`src/rtl/booth_seq_controller.sv`:
```
// booth_seq_controller: sequential radix-2 Booth multiplier, one iteration per clock,
// valid/ready handshakes on operand intake and product delivery.
module booth_seq_controller #(
    parameter int WIDTH = 32
) (
    input  logic               clk,
    input  logic               rst,
    input  logic               start_valid,
    output logic               start_ready,
    input  logic [WIDTH-1:0]   in1,
    input  logic [WIDTH-1:0]   in2,
    output logic               out_valid,
    input  logic               out_ready,
    output logic [2*WIDTH-1:0] out,
    output logic               busy
);
    localparam int CW = $clog2(WIDTH + 1);

    typedef enum logic [1:0] {IDLE, RUN, DONE} state_t;

    state_t             r_state, w_next;
    logic [WIDTH-1:0]   r_m, r_q;
    logic [WIDTH:0]     r_a, w_sum, w_msx;
    logic               r_qm1;
    logic [CW-1:0]      r_count;
    logic [2*WIDTH-1:0] r_out;
    logic               w_last, w_accept;

    assign w_msx    = {r_m[WIDTH-1], r_m};
    assign w_last   = r_count == CW'(1);
    assign w_accept = (r_state == IDLE) && start_valid;
    // Accumulator is one bit wider than M so that M = -2^(WIDTH-1) negates without overflow
    assign w_sum = ({r_q[0], r_qm1} == 2'b01) ? r_a + w_msx :
                   ({r_q[0], r_qm1} == 2'b10) ? r_a - w_msx : r_a;

    always_comb begin
        w_next = r_state;
        case (r_state)
            IDLE:    w_next = start_valid ? RUN : IDLE;
            RUN:     w_next = w_last ? DONE : RUN;
            DONE:    w_next = out_ready ? IDLE : DONE;
            default: w_next = IDLE;
        endcase
    end

    always_ff @(posedge clk or negedge rst) begin
        if (!rst) begin
            r_state <= IDLE;
            r_m     <= '0;
            r_q     <= '0;
            r_a     <= '0;
            r_qm1   <= 1'b0;
            r_count <= '0;
            r_out   <= '0;
        end else begin
            r_state <= w_next;
            if (w_accept) begin
                r_m     <= in1;
                r_q     <= in2;
                r_a     <= '0;
                r_qm1   <= 1'b0;
                r_count <= CW'(WIDTH);
            end else if (r_state == RUN) begin
                r_a     <= {w_sum[WIDTH], w_sum[WIDTH:1]};
                r_q     <= {w_sum[0], r_q[WIDTH-1:1]};
                r_qm1   <= r_q[0];
                r_count <= r_count - CW'(1);
                // Product is {A[WIDTH-1:0],Q} after the final shift
                if (w_last) r_out <= {w_sum, r_q[WIDTH-1:1]};
            end
        end
    end

    assign start_ready = r_state == IDLE;
    assign out_valid   = r_state == DONE;
    assign busy        = r_state != IDLE;
    assign out         = r_out;
endmodule
```
`config.mk`:
```
export PLATFORM = sky130hd
export DESIGN_NAME = booth_seq_controller
export DESIGN_NICKNAME = d
export VERILOG_FILES = /design/src/rtl/booth_seq_controller.sv
export SDC_FILE = /design/constraint.sdc
export NUM_CORES = 1
export LEC_CHECK = 0
export ABC_AREA = 1
export BUFFER_PORTS_ARGS = -buffer_cell sky130_fd_sc_hd__buf_2
export CORE_MARGIN = 8
export CORE_UTILIZATION = 55
export DETAILED_ROUTE_END_ITERATION = 8
export PLACE_DENSITY = 0.76
export SLEW_MARGIN = 40
export SYNTH_ARGS = -nofsm -noshare
export SYNTH_HDL_FRONTEND = slang
export SYNTH_SLANG_ARGS = --single-unit
```
`constraint.sdc`:
```
create_clock -name clk -period 2.5 [get_ports clk]
set_input_delay 0.125 -clock clk [delete_from_list [all_inputs] [get_ports clk]]
set_output_delay 0.125 -clock clk [all_outputs]
set_load 0.005 [all_outputs]
```
# After elaboration in Yosys (flattened, before gate mapping)
# Cells that the tools add are included.
[word_totals] wordCells=35 ff_bits=170 out_inout_bits=67 input_bits=68
[op_classes] muxes=14 bitwise=1 add_sub_neg=3 n_reduce_logical=5 eq_ne=5
[ops] op="2-to-1 mux 33 bit" n=4
[ops] op="2-to-1 mux 32 bit" n=2
[ops] op="adder 33 bit" n=1
[ops] op="subtractor 33 bit" n=1
[ops] op="2-to-1 mux 6 bit" n=2
[ops] op="== test 6 x 1 -> 1 bit (second input constant)" n=1
[ops] op="case mux 2 bit (3 select lines)" n=1
[ops] op="subtractor 6 x 1 -> 6 bit (second input constant)" n=1
[ops] op="== test 2 x 1 -> 1 bit (second input constant)" n=2
[ops] op="== test 2 bit (second input constant)" n=2
[ops] op="2-to-1 mux 2 bit" n=2
[ops] op="nonzero test 2 bit" n=2
[ops] op="2-to-1 mux 1 bit" n=3
[ops] op="AND reduction 3 bit" n=1
[ops] op="logical NOT 2 bit" n=1
[ops] op="logical AND 1 bit" n=1
[ops] op="inverter 1 bit" n=1

# Depth between registers and ports, before layout
[logic_depth] depth_word=5 depth_mapped=19 depth_no_buf=19

# Least setup slack after synthesis
# No wires, ideal clock.
[synth_path] kind="register to register" from="register r_a[0]" to="register r_out[61] (netlist: out[61])" stages_incl_launch_ff=19 n_path_buf=0 setup_slack_ns=0.468 period_less_slack_ns=2.032 required_ns=2.384 setup_time_ns=0.116 t_arrival_ns=1.916 path_cell_list="dfrtp_1 > inv_1 > ha_1 > inv_1 > fa_1 > nand2_1 > inv_1 > nand2_1 > nand2_1 > nand2_1 > nand2_1 > nand2_1 > nand2_1 > nand2_1 > nand3_1 > nand3_1 > nand3_1 > nand2_1 > nand2_1"
[synth_via] elab_chain_cells=3 elab_cells_between_ends=4 cone_classes="2 x add/sub; 2 x mux"
[synth_lines] item="from (decl)" line_no="23" source="logic [WIDTH:0] r_a, w_sum, w_msx;"
[synth_lines] item="from (signal assigned)" line_no="64" source="r_a <= {w_sum[WIDTH], w_sum[WIDTH:1]};"
[synth_lines] item="subtractor 33 bit" line_no="34" source="({r_q[0], r_qm1} == 2'b10) ? r_a - w_msx : r_a;"
[synth_lines] item="2-to-1 mux 33 bit" line_no="34"
[synth_lines] item="2-to-1 mux 33 bit *" line_no="33" source="assign w_sum = ({r_q[0], r_qm1} == 2'b01) ? r_a + w_msx :"
[synth_lines] item="to (signal assigned)" line_no="69" source="if (w_last) r_out <= {w_sum, r_q[WIDTH-1:1]};"
[synth_lines] item="to (decl)" line_no="26" source="logic [2*WIDTH-1:0] r_out;"
# Every way passes the cells marked *; elsewhere a longest branch is shown, timed or not.
# A chain may end at the register's enable or synchronous reset.

# Final worst setup path
[layout_path] from="register r_a[0]" to="register r_out[63] (netlist: out[63])"
# The elaborated chain is that of the path after synthesis.

==> flow_metrics.env <==
export IMPL_status="finished with violations"
export IMPL_violations="negative hold slack"
export IMPL_syn_nets=2000
export IMPL_syn_inst=1863
export IMPL_grt_pass1_wl_um=66360
export IMPL_vias=12800
export IMPL_drive_gt1_frac=0.1577
export IMPL_hold_viol=1
export IMPL_ys_types=39
export IMPL_cp_slowest_stage_delay_ns=0.43
export IMPL_synth_common_cells="nand2_1 (730), inv_1 (308), dfrtp_1 (169), nand3_1 (123)"
export IMPL_area_growth_pct=22.60
export IMPL_grt_max_degree=72
export IMPL_cts_made_buffers=17
export IMPL_core_area_um2=21760
export IMPL_drt_iter0_drc=1297
export IMPL_die_h_um=164.7
export IMPL_min_period_ns=2.401
export IMPL_ios=135
export IMPL_whs_ns=-0.01333
export IMPL_fin_cells=2366
export IMPL_crit_path_start_kind="register"
export IMPL_antenna_found_initial=0
export IMPL_arrival_ns=2.73
export IMPL_nets=2210
export IMPL_synth_area_leaders="dfrtp_1 (35%), nand2_1 (23%), inv_1 (9.5%), ha_1 (6.9%), nand3_1 (5.1%)"
export IMPL_first_pass_iters=6
export IMPL_grt_setup_unrepaired="yes"
export IMPL_timing_final_crit_share=0.9606
export IMPL_dieWidth_um=164.7
export IMPL_placed_area_um2=13310
export IMPL_slowest_stage="dfrtp_1"
export IMPL_slew_headroom=0.6763
export IMPL_setup_slack_ns=0.09860
export IMPL_htreeDepth=4
export IMPL_grtUsageTotal=0.3143
export IMPL_tns_ns=0
export IMPL_synth_most_common_cell="nand2_1"
export IMPL_initial_core_util=0.5587
export IMPL_synthArstFlopShare=1.000
export IMPL_die_area_um2=27110
export IMPL_cpMostUsedCell="nand2_1"
export IMPL_grt_pass1_vias=12500
export IMPL_cp_max_fo=4
export IMPL_synth_flop_cell="dfrtp_1"
export IMPL_hold_class="input pin to register"
export IMPL_end_kind="register"
export IMPL_path_cells="inv_2 -> ha_1 -> inv_1 -> fa_2 -> nand2_1 -> inv_1 -> nand2_1 -> nand2_2 -> nand2_1 -> nand2_2 -> nand2_2 -> nand2_2 -> nand2_1 -> nand3_1 -> nand3_1 -> nand3_2 -> nand2_1 -> nand2_1"
export IMPL_routedWlPerCell_um=17.81
export IMPL_synth_area_um2=12160
export IMPL_overflow=0
export IMPL_place_ws_ns=-0.1128
export IMPL_cts_tree="yes"
export IMPL_cts_root_buf="clkbuf_16"
export IMPL_avgSynthCellArea_um2=6.525
export IMPL_fp_row_count=54
export IMPL_ant_nets=0
export IMPL_cap_violations=0
export IMPL_path_clk_slew_ns=0.08
export IMPL_fin_skew_ns=0.01423
export IMPL_clock_fmax_ghz=0.4164
export IMPL_crit_type="register to register"
export IMPL_design_area_um2=14900
export IMPL_critical_path_required_ns=2.83
export IMPL_yosysWarnings=0
export IMPL_synth_edf_count=0
export IMPL_cts_sinks=169
export IMPL_viasPerCell=5.411
export IMPL_gp_congestion=0.9981
export IMPL_clk_path_buf_depth=2
export IMPL_clk_latency_ns=0.45
export IMPL_wl_um=42140
export IMPL_drc=0
export IMPL_drv_slew=0
export IMPL_dp_cells=2267
export IMPL_setup_viol=0
export IMPL_synth_top_cell_area_share=0.3479
export IMPL_port_buffers=134
export IMPL_synth_seq_cells=169
export IMPL_n_antenna_cell=0
export IMPL_dp_hpwl_um=31040
export IMPL_yosysTopAreaCell="dfrtp_1"
export IMPL_worstMarginPinSlew_ns=0.4855
export IMPL_synth_yosys_seq_area_share=0.3479
[routing by layer]
metal	wire length, µm	global-route usage
met2	18570	0.4868
met4	950	0.08559
met5	0	0
met1	18120	0.4292
met3	4498	0.08026
[kinds of logic (layout without fill, tap and decap cells)]
| family | Yosys count | count (layout) | share of synthesized area |
|---|---|---|---|
| AOI/OAI and AO/OA | 219 | 219 | 0.1049 |
| xor gates and xnor gates | 3 | 3 | 0.002162 |
| adders and majority gates | 69 | 69 | 0.07226 |
| buffers and inverters | 385 | 608 | 0.1287 |
| DFF | 169 | 169 | 0.3479 |
| and+or+nand+nor | 1018 | 1018 | 0.3441 |
[layout by cell type (no fill, tap or decap), drive strengths merged, types with 3 or more instances in the layout]
| cell | n |
|---|---|
| nand2 | 736 |
| inv | 325 |
| buf | 196 |
| dfrtp | 169 |
| nand3 | 125 |
| nor2 | 113 |
| o21ai | 108 |
| ha | 67 |
| dlygate4sd3 | 65 |
| a21oi | 56 |
| o221ai | 35 |
| clkbuf | 17 |
| nand4 | 11 |
| nor3 | 10 |
| nor4 | 8 |
| and2 | 6 |
| o211ai | 6 |
| o21bai | 5 |
| and3 | 5 |
| clkinv | 5 |
| o22ai | 4 |
| xor2 | 3 |
[area by class of cell]
| class | instances | area (µm²) |
|---|---|---|
| tap | 280 | 350.3 |
| multi-input combinational | 1309 | 6640 |
| sequential | 169 | 4229 |
| timing repair buffer | 261 | 1843 |
| fill | 1954 | 6853 |
| clock inverter | 15 | 231.5 |
| clock buffer | 17 | 425.4 |
| inverter | 315 | 1184 |
[through the flow]
step	util	hold WS [ns]
final	0.6850	-0.01333
after global routing	0.6850	0.002105
after CTS	0.6735	0.0008863
after detailed placement	0.6117	0.1043
after global placement	0.6117	0.08936
after floorplan	-	-0.1706
[timing repair]
action                                 in CTS  in global routing
pin swaps                                   0                  4
setup endpoints to repair                  17                 44
gates resized for setup                    10                 66
hold buffers                               65                  0
buffers inserted                            0                  2
endpoints found under the hold margin     109                  0
[final timing paths]
check	cells past startpoint	end	slack, ns	startpoint
worst max-delay path	18	out[63]	0.1	r_a[0]
max in group asynchronous	3	r_m[26]	1.57	rst
worst max register to register	18	out[63]	0.1	r_a[0]
worst min register to register	2	out[44]	0.48	out[44]
worst min-delay path	3	r_m[0]	-0.01	in1[0]
min in group asynchronous	2	r_q[3]	0.18	rst
[critical path: cells and delay by family (launching register included)]
kind	cells	cell delay, ns
simple gates	13	1.16
flops	1	0.43
fa+ha+maj	2	0.52
buf+inv	3	0.20
[sequential cells by signal (all words and copies together), names as in the netlist]
signal and count:
r_qm1 1, r_q 32, r_m 32, out 64
r_count 6, r_state 2, r_a 32
Power is not shown: default switching activity piles up to over one toggle a cycle in this logic, so the estimate is an artifact.
